===== src/rtl/traffic_gen_client.sv =====
// NoC traffic source/sink for one torus router port: an LFSR-driven packet generator
// regulated by a token bucket, plus receive/misroute statistics for delivered packets.
module traffic_gen_client #(
  parameter int          NUM_VC    = 2,
  parameter int          VC_W      = 3,
  parameter int          X_W       = 2,
  parameter int          Y_W       = 2,
  parameter int          X         = 0,
  parameter int          Y         = 0,
  parameter int          D_W       = 28,
  parameter int          N_PACKETS = 128,
  parameter int          SIGMA     = 3,
  parameter int          RATE      = 20,
  parameter int          MODE      = 0,
  parameter logic [15:0] SEED      = 16'hACE1,
  parameter int          CNT_W     = 16
) (
  input  logic             clk,
  input  logic             rst,
  input  logic             en,
  input  logic             i_ack,
  output logic             i_v,
  output logic [VC_W-1:0]  i_vc,
  output logic [X_W-1:0]   i_x,
  output logic [Y_W-1:0]   i_y,
  output logic [D_W-1:0]   i_data,
  input  logic             o_v,
  input  logic [X_W-1:0]   o_x,
  input  logic [Y_W-1:0]   o_y,
  input  logic [D_W-1:0]   o_data,
  output logic [CNT_W-1:0] sent_cnt,
  output logic [CNT_W-1:0] recv_cnt,
  output logic [CNT_W-1:0] err_cnt,
  output logic             done
);

  localparam logic [X_W-1:0]   XC        = X[X_W-1:0];
  localparam logic [Y_W-1:0]   YC        = Y[Y_W-1:0];
  localparam logic [31:0]      N_PKT     = N_PACKETS;
  localparam int               TOK_W     = $clog2(SIGMA + 1) + 1;
  localparam int               RC_W      = (RATE > 1) ? $clog2(RATE) : 1;
  localparam logic [CNT_W-1:0] CNT_MAX   = '1;
  localparam logic [15:0]      LFSR_INIT = (SEED == 16'd0) ? 16'd1 : SEED;

  typedef enum logic [1:0] {IDLE, SEND, DONE_S} state_t;

  state_t           state;
  logic [TOK_W-1:0] tokens;
  logic [RC_W-1:0]  rcnt;
  logic [VC_W-1:0]  rr;
  logic [31:0]      seq;
  logic [15:0]      lfsr;

  logic             refill;
  logic             consume;
  logic [TOK_W:0]   tok_sum;
  logic [TOK_W-1:0] tok_next;
  logic [15:0]      lfsr_next;
  logic [X_W-1:0]   rnd_x, nb_x, dst_x;
  logic [Y_W-1:0]   rnd_y, dst_y;
  logic [D_W-1:0]   pkt_data;
  logic             unused_data;

  assign unused_data = ^o_data;

  // Handshake: i_v stays high with all i_* fields frozen until the router raises
  // i_ack in a cycle where i_v is high; that edge retires the packet (and may
  // load the next one with no bubble). i_ack while i_v is low has no effect.
  always_comb begin
    refill   = (rcnt == RC_W'(RATE - 1));
    consume  = en && (tokens != '0) && (seq < N_PKT) &&
               ((state == IDLE) || ((state == SEND) && i_ack));
    tok_sum  = {1'b0, tokens} + (TOK_W+1)'(refill) - (TOK_W+1)'(consume);
    tok_next = (tok_sum > (TOK_W+1)'(SIGMA)) ? TOK_W'(SIGMA) : tok_sum[TOK_W-1:0];

    lfsr_next = {1'b0, lfsr[15:1]} ^ (lfsr[0] ? 16'hB400 : 16'h0000);

    // Random destination never targets this node: flip x LSB on a self-hit.
    rnd_x = lfsr[X_W-1:0];
    rnd_y = lfsr[X_W+Y_W-1:X_W];
    if ((rnd_x == XC) && (rnd_y == YC)) rnd_x[0] = ~rnd_x[0];
    nb_x = XC + X_W'(1);

    dst_x = nb_x;
    dst_y = YC;
    case (MODE)
      0: begin
        dst_x = rnd_x;
        dst_y = rnd_y;
      end
      1: begin
        if (X != Y) begin
          dst_x = X_W'(YC);
          dst_y = Y_W'(XC);
        end
      end
      default: ;
    endcase

    pkt_data                     = '0;
    pkt_data[D_W-1 -: X_W]       = XC;
    pkt_data[D_W-X_W-1 -: Y_W]   = YC;
    pkt_data[CNT_W-1:0]          = seq[CNT_W-1:0];
  end

  always_ff @(posedge clk) begin
    if (rst) begin
      state    <= IDLE;
      tokens   <= TOK_W'(SIGMA);
      rcnt     <= '0;
      rr       <= '0;
      seq      <= '0;
      lfsr     <= LFSR_INIT;
      i_v      <= 1'b0;
      i_vc     <= '0;
      i_x      <= '0;
      i_y      <= '0;
      i_data   <= '0;
      sent_cnt <= '0;
      recv_cnt <= '0;
      err_cnt  <= '0;
      done     <= 1'b0;
    end else begin
      rcnt   <= refill ? '0 : rcnt + RC_W'(1);
      tokens <= tok_next;

      if (consume) begin
        state  <= SEND;
        i_v    <= 1'b1;
        i_vc   <= rr;
        i_x    <= dst_x;
        i_y    <= dst_y;
        i_data <= pkt_data;
        rr     <= (rr == VC_W'(NUM_VC - 1)) ? '0 : rr + VC_W'(1);
        seq    <= seq + 32'd1;
        lfsr   <= lfsr_next;
      end else if ((state == SEND) && i_ack) begin
        i_v <= 1'b0;
        if (seq >= N_PKT) begin
          state <= DONE_S;
          done  <= 1'b1;
        end else begin
          state <= IDLE;
        end
      end

      if (i_v && i_ack && (sent_cnt != CNT_MAX)) sent_cnt <= sent_cnt + CNT_W'(1);
      if (o_v && (recv_cnt != CNT_MAX)) recv_cnt <= recv_cnt + CNT_W'(1);
      if (o_v && ((o_x != XC) || (o_y != YC)) && (err_cnt != CNT_MAX))
        err_cnt <= err_cnt + CNT_W'(1);
    end
  end

endmodule


===== config.mk =====
export PLATFORM = sky130hd
export DESIGN_NAME = traffic_gen_client
export DESIGN_NICKNAME = d
export VERILOG_FILES = /design/src/rtl/traffic_gen_client.sv
export SDC_FILE = /design/constraint.sdc
export NUM_CORES = 1
export LEC_CHECK = 0
export CORE_AREA = 2 2 176 109
export CTS_BUF_LIST = sky130_fd_sc_hd__clkbuf_16
export CTS_CLUSTER_DIAMETER = 150
export CTS_CLUSTER_SIZE = 8
export DETAILED_ROUTE_END_ITERATION = 6
export DIE_AREA = 0 0 178 111
export GPL_TIMING_DRIVEN = 0
export PLACE_DENSITY = 0.58
export RECOVER_POWER = 100
export SKIP_LAST_GASP = 1
export SYNTH_ARGS = -nofsm -noshare
export SYNTH_HDL_FRONTEND = slang
export SYNTH_SLANG_ARGS = --single-unit

===== constraint.sdc =====
create_clock -name clk -period 4.1 [get_ports clk]
set_input_delay 0.82 -clock clk [delete_from_list [all_inputs] [get_ports clk]]
set_output_delay 0.82 -clock clk [all_outputs]
set_load 0.1 [all_outputs]

# Word level (Yosys, flattened, before mapping)
# Index checks and enable logic that the tools add are counted.
dict set report totals {
  register_bits 134
  in_bits 37
  out_inout_bits 85
  elab_cells 67
}
dict set report classes {
  n_addsub 8
  order_cmp 3
  eq_ne 6
  mux 8
  bitwise_logic 3
  reduce_logical 23
}
# operator count
set op_table {}
lappend op_table {{adder 16 x 1 -> 16 bit (second input constant)} 3}
lappend op_table {{!= test 16 bit (second input constant)} 3}
lappend op_table {{adder 32 x 1 -> 32 bit (second input constant)} 1}
lappend op_table {{>= comparator 32 x 8 -> 1 bit (second input constant)} 1}
lappend op_table {{< comparator 32 x 8 -> 1 bit (second input constant)} 1}
lappend op_table {{2-to-1 mux 16 bit} 1}
lappend op_table {{bitwise XOR 15 x 16 -> 16 bit} 1}
lappend op_table {{logical AND 1 bit} 10}
lappend op_table {{zero test 2 bit} 3}
lappend op_table {{nonzero test 2 bit} 3}
lappend op_table {{OR reduction 2 bit} 3}
lappend op_table {{adder 5 x 1 -> 5 bit (second input constant)} 1}
lappend op_table {{== test 5 bit (second input constant)} 1}
lappend op_table {{2-to-1 mux 1 bit} 5}
lappend op_table {{adder 3 x 1 -> 4 bit} 1}
lappend op_table {{> comparator 4 x 2 -> 1 bit (second input constant)} 1}
lappend op_table {{subtractor 4 x 1 -> 4 bit} 1}
lappend op_table {{adder 3 x 1 -> 3 bit (second input constant)} 1}
lappend op_table {{== test 3 x 1 -> 1 bit (second input constant)} 1}
lappend op_table {{2-to-1 mux 3 bit} 1}
lappend op_table {{AND reduction 3 bit} 1}
lappend op_table {{nonzero test 3 bit} 1}
lappend op_table {{== test 2 x 1 -> 1 bit (second input constant)} 1}
lappend op_table {{logical OR 1 bit} 2}
lappend op_table {{2 further kinds} 3}

# Logic depth before layout (Yosys ltp)
dict set report logic_depth {
  depth_word 7
  depth_mapped 15
  depth_no_buf 13
}

# Worst setup path after synthesis
# Ideal clock, no wire load.
dict set report synth_timing {
  path_kind {reg2reg}
  start {reg i_v (netlist name)}
  end {reg tokens[0]}
  setup_ps 137
  arrival_time_ps 3188
  required_time_ps 3963
  path_slack_ps 776
  stages_incl_launch_ff 16
  n_path_buf 2
  period_less_slack_ps 3324
  cell_sequence {dfxtp_1 > nand2b_1 > and3_1 > buf_6 > nand3_4 > inv_2 > buf_6 > ha_1 > inv_1 > ha_1 > inv_1 > fa_1 > nor2b_1 > a21oi_1 > o22ai_1 > nand3_1}
}
# element line
set synth_lines {}
lappend synth_lines {{to (signal assigned)} 109} ;# tokens <= TOK_W'(SIGMA);
lappend synth_lines {{to (signal assigned)} 125} ;# tokens <= tok_next;
lappend synth_lines {{to (decl)} 48} ;# logic [TOK_W-1:0] tokens;

# Worst setup path after layout
dict set report layout_timing {
  start {in en}
  end {reg tokens[1]}
}
dict set report layout_via {
  elab_chain_cells 6
}
# element line
set layout_lines {}
lappend layout_lines {{from (decl)} 20} ;# input logic en,
lappend layout_lines {{logical AND 1 bit (*) (3 in series)} 71} ;# consume = en && (tokens != '0) && (seq < N_PKT) &&
lappend layout_lines {{named net consume} 55} ;# logic consume;
lappend layout_lines {{subtractor 4 x 1 -> 4 bit (*)} 73} ;# tok_sum = {1'b0, tokens} + (TOK_W+1)'(refill) - (TOK_W+1)'(consume);
lappend layout_lines {{> comparator 4 x 2 -> 1 bit} 74} ;# tok_next = (tok_sum > (TOK_W+1)'(SIGMA)) ? TOK_W'(SIGMA) : tok_sum[TOK_W-1:0];
lappend layout_lines {{OR reduction 2 bit (no line)} -}
# The timed path passes the listed nets; every way through them passes the cells marked *.
# A chain may end at the register's enable or synchronous reset.

==> metrics.csv <==
stage,metric,value,unit
logic_synthesis,synthArstFlopShare,0,%
hold_path,hold_depth,1,
cts,cts_resized,0,
logic_synthesis,synthTopCellsByArea,"dfxtp_1, mux2i_1, nor2b_1, nand2_1, a21oi_1",
worst_setup_path,max_stage_delay,0.56,ns
detailed_routing,drt_first_pass_iters,5,
cts,cts_buffer_depth,2,
detailed_routing,wl_per_cell,14.78,um
logic_synthesis,synth-seq-area-share,44.41,%
worst_setup_path,crit_chain,dlygate4sd3_1 > nor2b_1 > and3_1 > buf_6 > nand3_1 > inv_1 > buf_6 > ha_1 > inv_1 > ha_1 > inv_1 > fa_1 > nor2b_1 > a21oi_1 > o22ai_1 > nand3_1,
cts,cts.sinks,131,
detailed_routing,vias,4879,
floorplanning,coreArea,18400,um2
timing,fin_setup_tns,0,ns
logic_synthesis,muxShareOfSynthArea,7.860,%
hold_path,min_path_type,flip-flop to flip-flop,
cts,htree_levels,4,
worst_setup_path,start_kind,input port,
pwr,power_density,420.8,nW/um2
worst_setup_path,critPathSlowestCell,dlygate4sd3_1,
grt,grt_pass1_wl,23900,um
status,status,"finished, final reports clean",
timing,fin_crit_sh,91.02,%
finish,drive_above_1_share,11.13,%
placement,dp_slack,0.1236,ns
finish,utilization,41.50,%
floorplanning,die_x,178,um
worst_setup_path,crit_family,buffers and inverters,
worst_setup_path,critPathKind,input port to flip-flop,
pwr,p_leak,3.136,nW
worst_setup_path,reg2regPathDepth,15,
grt,antenna_found_initial,0,
worst_setup_path,reg2reg_slack,0.76,ns
detailed_routing,drc_errors,0,
cts,clk_pin_slew,0.06,ns
worst_setup_path,cp-endpoint,tokens[1],
timing,setup_violations,0,
worst_setup_path,cp.buffers_inverters,6,
worst_setup_path,worstPathMaxFanout,10,
finish,area_growth,29.28,%
timing,finalClockSkew,0.01359,ns
logic_synthesis,synth_top_family_by_area,simple AND/OR/NAND/NOR gates,
logic_synthesis,yosys.area.top_type,dfxtp_1,
cts,clockRootBuffer,clkbuf_16,
timing,timing.hold.ws,0.4570,ns
logic_synthesis,yosys_warnings,0,
timing,drv_slew,0,
worst_setup_path,required,4.37,ns
logic_synthesis,netlist_area,5906,um2
floorplanning,dieHeight,111,um
detailed_routing,avgViaCountPerCell,4.831,
timing,slew_headroom,30.11,%
job,maxCapViolCount,0,
worst_setup_path,end_kind,flip-flop,
cts,cts-buffers-inserted,17,
finish,antennaDiodeCount,0,
worst_setup_path,critical_path_depth,16,
grt,grt_pass1_vias,4334,
grt,grt_start_max_net_pins,17,
finish,nets,799,
logic_synthesis,synth_ff_type,dfxtp_1,
finish,fillers,1807,
placement,gp_congestion,0.7926,
logic_synthesis,synthTopCellsByCount,"dfxtp_1, nand2_1, nor2_1, a21oi_1, nor2b_1",
placement,hpwl,10700,um
grt,grt_use_total,15.42,%
cts,holdBufCountCts,0,
logic_synthesis,synth_enable_flop_cells,0,
timing,rsz0062_at_grt,false,
logic_synthesis,yosys.area.top_type_share,44.41,%
cts,post_cts_buffers,0,
logic_synthesis,yosysMostFrequentCell,dfxtp_1,
logic_synthesis,ys_ff_latch,131,
finish,multi_input_area,2963,um2
logic_synthesis,synthCells,639,
logic_synthesis,ys_types,56,
worst_setup_path,cp-startpoint,en,
worst_setup_path,r2r-start,seq[18],
floorplanning,start_util,32.10,%
logic_synthesis,synthAdderAreaFrac,2.458,%
worst_setup_path,crit_top_cell,inv_1,
logic_synthesis,synth_compound_area_share,10.44,%
pwr,ir_drop,0.0002743,V
worst_setup_path,crit_arrival,4.00,ns
finish,regArea,2623,um2
floorplanning,die-area,19760,um2
worst_setup_path,reg2reg_to,tokens[1],
timing,worst_pin_slew,1.045,ns
cts,tritoncts,done,
logic_synthesis,synth_xor_area_share,0.8898,%
timing,layout_setup_ws,0.3683,ns
detailed_routing,drt_iter0_drc,398,
logic_synthesis,synth-simple-area-share,28.18,%
cts,clk_latency,0.42,ns
detailed_routing,drt_wl_total,14930,um
floorplanning,rows,39,
detailed_routing,ant_nets,0,
placement,numPortBuffers,81,
timing,max_freq,268.0,MHz
timing,min_period,3.732,ns
grt,grt_overflow,0,
logic_synthesis,postSynthAreaPerCell,9.242,um2
floorplanning,ios,122,
timing,final_hold_viol_count,0,
[per-stage QoR]
step | std cells | total power, W | cell area [um2]
final | 1010 | 0.003213 | 7635
after global routing | 1010 | 0.003324 | 7635
after CTS | 1010 | 0.003246 | 7690
after detailed placement | 978 | 0.001647 | 7069
after global placement | 978 | 0.001645 | 7069
after floorplan | 651 | 0.001578 | 5951
[cell families after synthesis]
family | count (synthesis)
multiplexers | 45
buffers and inverters | 61
AO/OA/AOI/OAI | 98
XOR/XNOR | 6
adder cells (fa/ha/maj) | 11
AND/OR/NAND/NOR | 286
other | 1
flip-flops | 131
[worst register-to-register path: cells and delay by family, from the launching register on]
kind	cells	cell delay, ns
DFF	1	0.32
and+or+nand+nor	5	0.95
AOI/OAI and AO/OA	2	0.33
buffers and inverters	5	0.74
adders and majority gates	3	0.84
[placed cells by master (no fill, tap or decap), types with 8 or more instances in the layout]
| master | netlist | layout |
|---|---|---|
| o21ai_0 | 14 | 14 |
| dfxtp_1 | 131 | 131 |
| nor4_1 | 7 | 8 |
| and3_1 | 19 | 19 |
| o31ai_1 | 19 | 19 |
| nor2b_1 | 38 | 38 |
| or3_1 | 10 | 10 |
| nand3_1 | 27 | 30 |
| a211oi_1 | 8 | 8 |
| nor3_1 | 17 | 17 |
| or4_1 | 15 | 15 |
| clkbuf_16 | 0 | 17 |
| mux2_2 | 10 | 10 |
| inv_1 | 16 | 17 |
| buf_4 | 16 | 15 |
| conb_1 | 1 | 13 |
| nand2_1 | 53 | 53 |
| ha_1 | 10 | 10 |
| dlygate4sd3_1 | 0 | 77 |
| a21oi_1 | 38 | 38 |
| mux2i_1 | 34 | 34 |
| nand4_1 | 17 | 17 |
| clkbuf_1 | 18 | 23 |
| nor2_1 | 45 | 45 |
[where the power goes]
| part | internal (W) | switching (W) | leakage (nW) | total [W] |
|---|---|---|---|---|
| registers | 0.00130 | 0.0000225 | 1.06 | 0.00132 |
| clock network | 0.000974 | 0.000627 | 0.304 | 0.00160 |
| logic | 0.0000809 | 0.000208 | 1.77 | 0.000289 |
[routing by layer]
metal	GRT usage, %	up-vias	part of all wire (%)
li1	-	2521	-
met1	24.85	2267	56
met2	19.20	85	39
met3	4.218	6	4.5
met4	4.372	0	0.60
met5	0	-	0
[worst min path at each step]
stage / start / endpoint / slack [ns]
final: rcnt[0] / rcnt[0] / 0.46
after floorplan: rcnt[0] / rcnt[0] / 0.42
after global placement: rcnt[0] / rcnt[0] / 0.43
after global routing: rcnt[0] / rcnt[0] / 0.47
after detailed placement: rcnt[0] / rcnt[0] / 0.44
after CTS: rcnt[0] / rcnt[0] / 0.45
[sequential cells by signal, summed over array words and instances, names as in the netlist, 2 cells and up]
| signal | cells |
|---|---|
| err_cnt | 16 |
| i_data | 16 |
| i_vc | 3 |
| i_x | 2 |
| lfsr | 15 |
| rcnt | 5 |
| recv_cnt | 16 |
| rr | 3 |
| sent_cnt | 16 |
| seq | 32 |
| tokens | 3 |
[area by class of cell]
| cell class | count | share of cell area (%) |
|---|---|---|
| Clock inverter | 15 | 2.557 |
| Tap cell | 246 | 4.031 |
| Timing Repair Buffer | 81 | 10.62 |
| Clock buffer | 17 | 5.572 |
| Buffer | 44 | 3.228 |
| Sequential cell | 131 | 34.35 |
| Inverter | 17 | 0.8358 |
| Multi-Input combinational cell | 459 | 38.81 |
Power figures use the tool's default switching activity.
